[src/rtl/sys_array_if.sv]
// Pixel stream bundle for the 3x3 convolution engine: input pixel, enable,
// window-valid qualifier and the registered result pixel.
interface sys_array_if #(
  parameter int DATA_W = 8
);
  logic [DATA_W-1:0] pixIn;
  logic              enable;
  logic              num_pix_ok;
  logic [DATA_W-1:0] pixOut;

  modport master (
    output pixIn,
    output enable,
    output num_pix_ok,
    input  pixOut
  );

  modport slave (
    input  pixIn,
    input  enable,
    input  num_pix_ok,
    output pixOut
  );
endinterface

[src/rtl/sys_array.sv]
// Streaming 3x3 Gaussian convolution (1 2 1 / 2 4 2 / 1 2 1, >>4).
// Two row-deep line buffers feed a 3x3 shift window; the kernel sum of the
// window is truncated to a pixel and registered once per enabled cycle.
module sys_array #(
  parameter int IMG_WIDTH = 100,
  parameter int DATA_W    = 8
) (
  input logic        clk,
  input logic        rst,
  sys_array_if.slave bus
);

  // Kernel weights total 16, so four extra bits hold the full sum.
  localparam int SUM_W = DATA_W + 4;

  logic [DATA_W-1:0] lb1 [IMG_WIDTH];
  logic [DATA_W-1:0] lb2 [IMG_WIDTH];
  logic [DATA_W-1:0] win_p0 [3][3];
  logic              vld_p0;
  logic [SUM_W-1:0]  sum_p0;
  logic [DATA_W-1:0] pix_out_p1;

  // Divide by the kernel weight total; plain truncation, the result
  // can never exceed the pixel range so no clipping is needed.
  function automatic logic [DATA_W-1:0] trunc_div16(input logic [SUM_W-1:0] s);
    return s[SUM_W-1:4];
  endfunction

  // ---- stage p0: line buffers and 3x3 window ----

  // Line buffers shift one pixel per accept; the LB1 tail feeds LB2.
  always_ff @(posedge clk or negedge rst) begin
    if (!rst) begin
      for (int i = 0; i < IMG_WIDTH; i++) begin
        lb1[i] <= '0;
        lb2[i] <= '0;
      end
    end else if (bus.enable) begin
      lb1[0] <= bus.pixIn;
      lb2[0] <= lb1[IMG_WIDTH-1];
      for (int i = 1; i < IMG_WIDTH; i++) begin
        lb1[i] <= lb1[i-1];
        lb2[i] <= lb2[i-1];
      end
    end
  end

  // Window shifts left; column 2 loads the newest pixel of each row,
  // and the qualifier is captured alongside it.
  always_ff @(posedge clk or negedge rst) begin
    if (!rst) begin
      for (int r = 0; r < 3; r++) begin
        for (int c = 0; c < 3; c++) begin
          win_p0[r][c] <= '0;
        end
      end
      vld_p0 <= 1'b0;
    end else if (bus.enable) begin
      for (int r = 0; r < 3; r++) begin
        win_p0[r][0] <= win_p0[r][1];
        win_p0[r][1] <= win_p0[r][2];
      end
      win_p0[2][2] <= bus.pixIn;
      win_p0[1][2] <= lb1[IMG_WIDTH-1];
      win_p0[0][2] <= lb2[IMG_WIDTH-1];
      vld_p0       <= bus.num_pix_ok;
    end
  end

  // Weighted window sum: corners x1, edges x2, centre x4, as shifts.
  always_comb begin
    sum_p0 = SUM_W'(win_p0[0][0])
           + (SUM_W'(win_p0[0][1]) << 1)
           + SUM_W'(win_p0[0][2])
           + (SUM_W'(win_p0[1][0]) << 1)
           + (SUM_W'(win_p0[1][1]) << 2)
           + (SUM_W'(win_p0[1][2]) << 1)
           + SUM_W'(win_p0[2][0])
           + (SUM_W'(win_p0[2][1]) << 1)
           + SUM_W'(win_p0[2][2]);
  end

  // ---- stage p1: registered, qualified result ----

  // Output register; unqualified windows are forced to zero.
  always_ff @(posedge clk or negedge rst) begin
    if (!rst) begin
      pix_out_p1 <= '0;
    end else if (bus.enable) begin
      pix_out_p1 <= vld_p0 ? trunc_div16(sum_p0) : '0;
    end
  end

  assign bus.pixOut = pix_out_p1;

endmodule

[src/flat_wrapper.sv]
// flat-port wrapper written by rule: the top's interface ports become plain ports
module sys_array_flat 
#(
  parameter int IMG_WIDTH = 100,
  parameter int DATA_W    = 8
)
  (clk, rst, bus_pixIn, bus_enable, bus_num_pix_ok, bus_pixOut);
  sys_array_if #(.DATA_W(DATA_W)) bus_i ();
  input logic clk;
  input logic rst;
  input wire logic [$bits(bus_i.pixIn)-1:0] bus_pixIn;
  input wire logic [$bits(bus_i.enable)-1:0] bus_enable;
  input wire logic [$bits(bus_i.num_pix_ok)-1:0] bus_num_pix_ok;
  output wire logic [$bits(bus_i.pixOut)-1:0] bus_pixOut;
  assign bus_i.pixIn = bus_pixIn;
  assign bus_i.enable = bus_enable;
  assign bus_i.num_pix_ok = bus_num_pix_ok;
  assign bus_pixOut = bus_i.pixOut;
  sys_array #(.IMG_WIDTH(IMG_WIDTH), .DATA_W(DATA_W)) u_core (.clk(clk), .rst(rst), .bus(bus_i));
endmodule
[config.mk]
export PLATFORM = sky130hd
export DESIGN_NAME = sys_array_flat
export DESIGN_NICKNAME = d
export VERILOG_FILES = /design/src/rtl/sys_array_if.sv /design/src/rtl/sys_array.sv /design/src/flat_wrapper.sv
export SDC_FILE = /design/constraint.sdc
export NUM_CORES = 2
export LEC_CHECK = 0
export BUFFER_PORTS_ARGS = -buffer_cell sky130_fd_sc_hd__buf_2
export CORE_ASPECT_RATIO = 0.75
export CORE_UTILIZATION = 35
export CTS_CLUSTER_SIZE = 16
export DETAILED_ROUTE_END_ITERATION = 12
export PLACE_DENSITY = 0.53
export SYNTH_ARGS = -nofsm -noshare
export SYNTH_HDL_FRONTEND = slang
export SYNTH_SLANG_ARGS = --single-unit
[constraint.sdc]
create_clock -name clk -period 4.9 [get_ports clk]
set_input_delay 0 -clock clk [delete_from_list [all_inputs] [get_ports clk]]
set_output_delay 0 -clock clk [all_outputs]
set_load 0.02 [all_outputs]
# [Word-level counts from Yosys, hierarchy flattened]
# Cells that the tools add are included.
[classes] n_addsub=8 n_mul=0 div_mod_pow=0 n_lt_le_gt_ge=0 n_eq_ne=0 n_shift=0 muxes=1 bitwise=0 n_reduce_logical=0
[ops] cell="adder 12 x 8 -> 12 bit" n=3
[ops] cell="adder 12 x 9 -> 12 bit" n=3
[ops] cell="adder 12 x 10 -> 12 bit" n=1
[ops] cell="adder 8 x 9 -> 10 bit" n=1
[ops] cell="two-way mux 8 bit" n=1
[totals] reg_bits=1633 latch_bits=0 ram_bits=0 mem_bits_ro=0 inputBits=12 output_inout_bits=8 elab_cells=214 memories=0

# [Longest topological paths before layout]
[depth] depth_word=9 mapped_depth=20 depth_no_buf=20

# [Least setup slack after synthesis]
# No wires, ideal clock.
[synth_path] path_type="register to register" from="reg u_core.win_p0[56] (netlist name)" to="reg u_core.pix_out_p1[7], in the netlist u_core.bus.pixOut[7]" setup_ps=120 t_arrival_ps=4792 t_required_ps=4780 setup_slack_ps=-12 path_stages_with_launch=21 n_path_buf=0 synth_period_minus_slack_ps=4912 cell_sequence="dfrtp_1 > ha_1 > inv_1 > fa_1 > nor2b_1 > o21a_1 > o21ai_0 > a21oi_1 > xor2_1 > fa_1 > inv_1 > fa_1 > fa_1 > fa_1 > inv_1 > ha_1 > o211a_1 > o31ai_2 > a21oi_1 > or3_1 > a41o_1"
[synth_via] elab_chain_len=9
[synth_rtl] element="start, declared" line_no="sys_array.sv:18" text="logic [DATA_W-1:0] win_p0 [3][3];"
[synth_rtl] element="start signal, assigned by index" line_no="sys_array.sv:60" text="win_p0[r][0] <= win_p0[r][1];"
[synth_rtl] element="start signal, assigned by index" line_no="sys_array.sv:61" text="win_p0[r][1] <= win_p0[r][2];"
[synth_rtl] element="adder 8 x 9 -> 10 bit" line_no="sys_array.sv:73" text="+ (SUM_W'(win_p0[0][1]) << 1)"
[synth_rtl] element="adder 12 x 8 -> 12 bit" line_no="sys_array.sv:74" text="+ SUM_W'(win_p0[0][2])"
[synth_rtl] element="adder 12 x 9 -> 12 bit" line_no="sys_array.sv:75" text="+ (SUM_W'(win_p0[1][0]) << 1)"
[synth_rtl] element="adder 12 x 10 -> 12 bit" line_no="sys_array.sv:76" text="+ (SUM_W'(win_p0[1][1]) << 2)"
[synth_rtl] element="adder 12 x 9 -> 12 bit" line_no="sys_array.sv:77" text="+ (SUM_W'(win_p0[1][2]) << 1)"
[synth_rtl] element="adder 12 x 8 -> 12 bit" line_no="sys_array.sv:78" text="+ SUM_W'(win_p0[2][0])"
[synth_rtl] element="adder 12 x 9 -> 12 bit" line_no="sys_array.sv:79" text="+ (SUM_W'(win_p0[2][1]) << 1)"
[synth_rtl] element="adder 12 x 8 -> 12 bit" line_no="sys_array.sv:80" text="+ SUM_W'(win_p0[2][2]);"
[synth_rtl] element="two-way mux 8 bit" line_no="sys_array.sv:90" text="pix_out_p1 <= vld_p0 ? trunc_div16(sum_p0) : '0;"
[synth_rtl] element="end signal, assigned" line_no="sys_array.sv:90"
[synth_rtl] element="end, declared" line_no="sys_array.sv:21" text="logic [DATA_W-1:0] pix_out_p1;"
# No other way between the ends.
# A chain may end at the register's enable or synchronous reset.

# [Worst setup path in the final report]
# Ends and elaborated chain as after synthesis.

==> flow_results.org <==
** Synthesis
- A synthesized cell averages 16.9 µm².
- Counting every net in the synthesized netlist gives 3,745.
- The share of synthesized area in the top cell type comes to 65.9%.
- Ranked by total cell area, the synthesized netlist is headed by sky130_fd_sc_hd__dfrtp_1, sky130_fd_sc_hd__mux2_2, sky130_fd_sc_hd__fa_1.
- Post-Synthesis Cell Area :: 62,000 µm²
- Total number of yosys warnings :: 0
- Summed over all instances, the cell type with the most area after synthesis is sky130_fd_sc_hd__dfrtp_1.
- Counting flops and latches in the post-synthesis netlist gives 1,633.
- Count of mapped cells out of synthesis :: 3,666
- Fraction of the yosys area taken by sequential cells :: 65.9%
- Count of different cell masters after synthesis :: 32

** Routing
- Routed Wire Length :: 89.2 mm
- Initial drt markers :: 1,384
- For this run, design rule violations remaining after detail routing come to 0.
- WL per Instance :: 14.3 µm
- Detailed-routing iteration count for the pre-antenna-repair pass :: 4
- The final route contains 28,289 vias.
- Per-cell via count in the routed design :: 4.54
- Number of nets with antenna violations after detailed routing :: 0

** Pwr
- In this run the power density over the cells is 422 nW/µm².
- Static power due to leakage :: 0.0353 µW
- Total Power :: 29,800 µW
- IR analysis of the VDD net gives a maximum drop of 0.280 mV.

** Cells and area
- The post-route netlist has 51.1% of its cells at a drive strength greater than 1.
- Number of standard cells in the layout, taps in and fillers out :: 6,236
- Final #Nets :: 3,833
- Area growth syn-to-layout :: 13.9%

** Clock network
- Root Buffer Master :: sky130_fd_sc_hd__clkbuf_16
- Clock tree synthesis inserted a total of 157 buffers.
- Maximum root-to-sink buffer count :: 3
- Clock-pin slew was measured on the worst setup and hold paths at 0.06 ns.
- TritonCTS built the clock tree.
- Worst-skew pair later-pin latency :: 0.77 ns
- Number of sinks handled by clock tree synthesis :: 1,633
- The H-tree generated during clock tree synthesis spans 4 levels.

** Floorplanning
- The die covers 179,000 µm².
- Once the floorplan was initialized, standard cells occupied 35.3% of the core.
- I/O pin count :: 20
- The core region is 176,000 µm².
- Horiz. Die Dim :: 488 µm
- The floorplan has 133 rows.
- The die is 366 µm tall.

** Outcome
- The checks that failed: setup timing.
- Status :: complete, but fails checks

** Timing
- Final critical delay including setup and external delays :: 4.95 ns
- Post-Route Setup TNS :: -0.0773 ns
- The worst path uses 101% of the clock period.
- Max-Slew Margin vs Limit :: 35.5%
- The final number of hold-violating endpoints came to 0.
- Setup WS post-layout :: -0.0522 ns
- Setup violations remaining at the end of the flow were counted as 2.
- The number of pins with negative max-slew slack in the final report is 0.
- Across the routed clock network, the largest skew measured is 0.0301 ns.
- Setup repair after global routing missed its margin :: true
- Maximum clock frequency :: 202 MHz
- At the pin with the least slew margin, the transition time is 0.968 ns.

** Flow run
- Total of max-cap violations :: 0

** Worst setup path
- For the worst setup path, the data required time is 5.54 ns.
- Critical-path cell with the highest stage delay :: sky130_fd_sc_hd__fa_1
- At the worst endpoint, the arrival time is 5.59 ns.
- On the worst path, the slowest cell contributes a delay of 0.51 ns.
- Largest driver fanout on the critical path :: 2
- By startpoint and endpoint, the worst setup path is classified as register to register.
- Element type at the critical path start :: register
- CP Cell Sequence :: ha_4 > inv_2 > fa_2 > buf_4 > buf_6 > xnor2_2 > fa_1 > inv_1 > fa_1 > fa_1 > fa_1 > or3_4 > fa_2 > nor2b_4 > o31ai_4 > a21oi_2 > o21ai_0 > a41o_1
- CP Capture Type :: register
- In this design, the critical path's most frequently occurring cell is sky130_fd_sc_hd__fa_1.

** GRT
- First-pass GRT wire length :: 157 mm
- Largest net degree at the start of global routing :: 171
- The via count of the first global-routing pass came to 30,593.
- Summed over all layers, the global routing overflow is 0.
- Total track usage :: 10.5%
- The initial antenna violation count is 2.

** Place
- Worst setup slack after placement :: -0.284 ns
- Dpl hpwl :: 49.4 mm
- Port buffering added 19 buffers.
- Count of placed standard cells including taps :: 5,932
- Routability-driven placement finished with a final weighted congestion of 0.699.

** Worst hold path
- The min-delay analysis places its worst path in the category input pin to register.
[through the flow]
stage               area (µm²)  util, %  hold slack [ns]
floorplan                62000        -           -0.296
global placement         64900     37.0            0.132
finish                   70600     40.2           0.0754
detailed placement       64900     37.0            0.133
global route             70600     40.2           0.0450
CTS                      70400     40.1           0.0101
[power by group]
| group | switching (µW) | internal (µW) |
|---|---|---|
| registers | 510 | 14500 |
| clock network | 5090 | 7030 |
| logic | 1160 | 1440 |
[placed cells by master (no fill, tap or decap), drive strengths merged]
cell,n
dfrtp,1633
inv,81
o21bai,2
a41o,1
dlygate4sd3,16
a211oi,1
or3,2
clkbuf,229
o21ai,24
o32ai,1
ha,19
and2,2
clkinvlp,3
a21o,2
nor2,3
o41ai,1
xnor2,7
nor2b,3
o22ai,5
a21boi,2
clkinv,26
mux2,1609
diode,3
o211a,1
bufinv,11
nand2b,1
xor2,4
a41oi,1
nand2,21
fa,48
o31ai,1
o21a,2
and2b,1
nand3b,1
buf,97
a21oi,10
[flip-flops by register name, summed over array words and instances (netlist names)]
register / cells
u_core.vld_p0: 1
u_core.win_p0: 40
u_core.lb1: 784
u_core.bus.pixOut: 8
u_core.lb2: 800
[layout make-up]
type	instances	area, µm²
multi-input combinational	1775	20100
sequential	1633	40900
clock buffer	229	4540
tap	2362	2960
clock inverter	47	634
timing repair buffer	113	1170
inverter	74	278
antenna	3	7.51
fill	16037	105000
[layer usage]
metal / routed length (µm) / GRT usage (%)
met1: 43800 / 14.7
met4: 2080 / 3.63
met2: 40100 / 15.8
met5: 13 / 0
met3: 3220 / 2.43
[Yosys cell counts, drive strengths merged]
master	instances
o21ai	24
fa	48
a211oi	1
xor2	4
nor2	3
o211a	1
nand2b	1
nand3b	1
o32ai	1
a21o	2
or3	2
and2	2
xnor2	7
dfrtp	1633
mux2	1609
a41o	1
clkbuf	7
nand2	21
ha	19
o21bai	2
and2b	1
o31ai	1
a21oi	10
a21boi	2
buf	177
o21a	2
nor2b	3
inv	74
o22ai	5
a41oi	1
o41ai	1
[critical path, delay by kind of cell, from the launching register on]
family,cells,cell delay [ns]
AND/OR/NAND/NOR,2,0.58
flip-flops,1,0.39
XOR/XNOR,1,0.13
AO/OA/AOI/OAI,4,0.59
buffers and inverters,4,0.35
adder cells (fa/ha/maj),7,2.80
[kinds of logic (layout without fill, tap and decap cells)]
family	Yosys count	count (layout)	share of synthesized area (%)
xor gates and xnor gates	11	11	0.155
DFF	1633	1633	65.9
AOI/OAI and AO/OA	54	54	0.541
adders and majority gates	67	67	1.93
and+or+nand+nor	34	34	0.265
other	0	3	0
buffers and inverters	258	463	1.92
muxes	1609	1609	29.2
[worst paths after layout]
kind	startpoint	endpoint	slack [ns]	cells past startpoint
max in group asynchronous	rst	u_core.lb1[231]	3.45	4
worst min register to register	u_core.lb2[553]	u_core.lb2[545]	0.48	1
worst max register to register	u_core.win_p0[56]	u_core.bus.pixOut[7]	-0.05	18
worst min-delay path	bus_num_pix_ok	u_core.vld_p0	0.08	3
min in group asynchronous	rst	u_core.lb2[456]	0.60	4
worst max-delay path	u_core.win_p0[56]	u_core.bus.pixOut[7]	-0.05	18
[repair_timing]
action                                 CTS  global route
pin swaps                               25            34
endpoints found under the hold margin  630             0
resized for setup                       28            21
setup endpoints to repair                5             6
buffers inserted                         2             6
hold buffers                            17             0
Power figures use the tool's default switching activity.
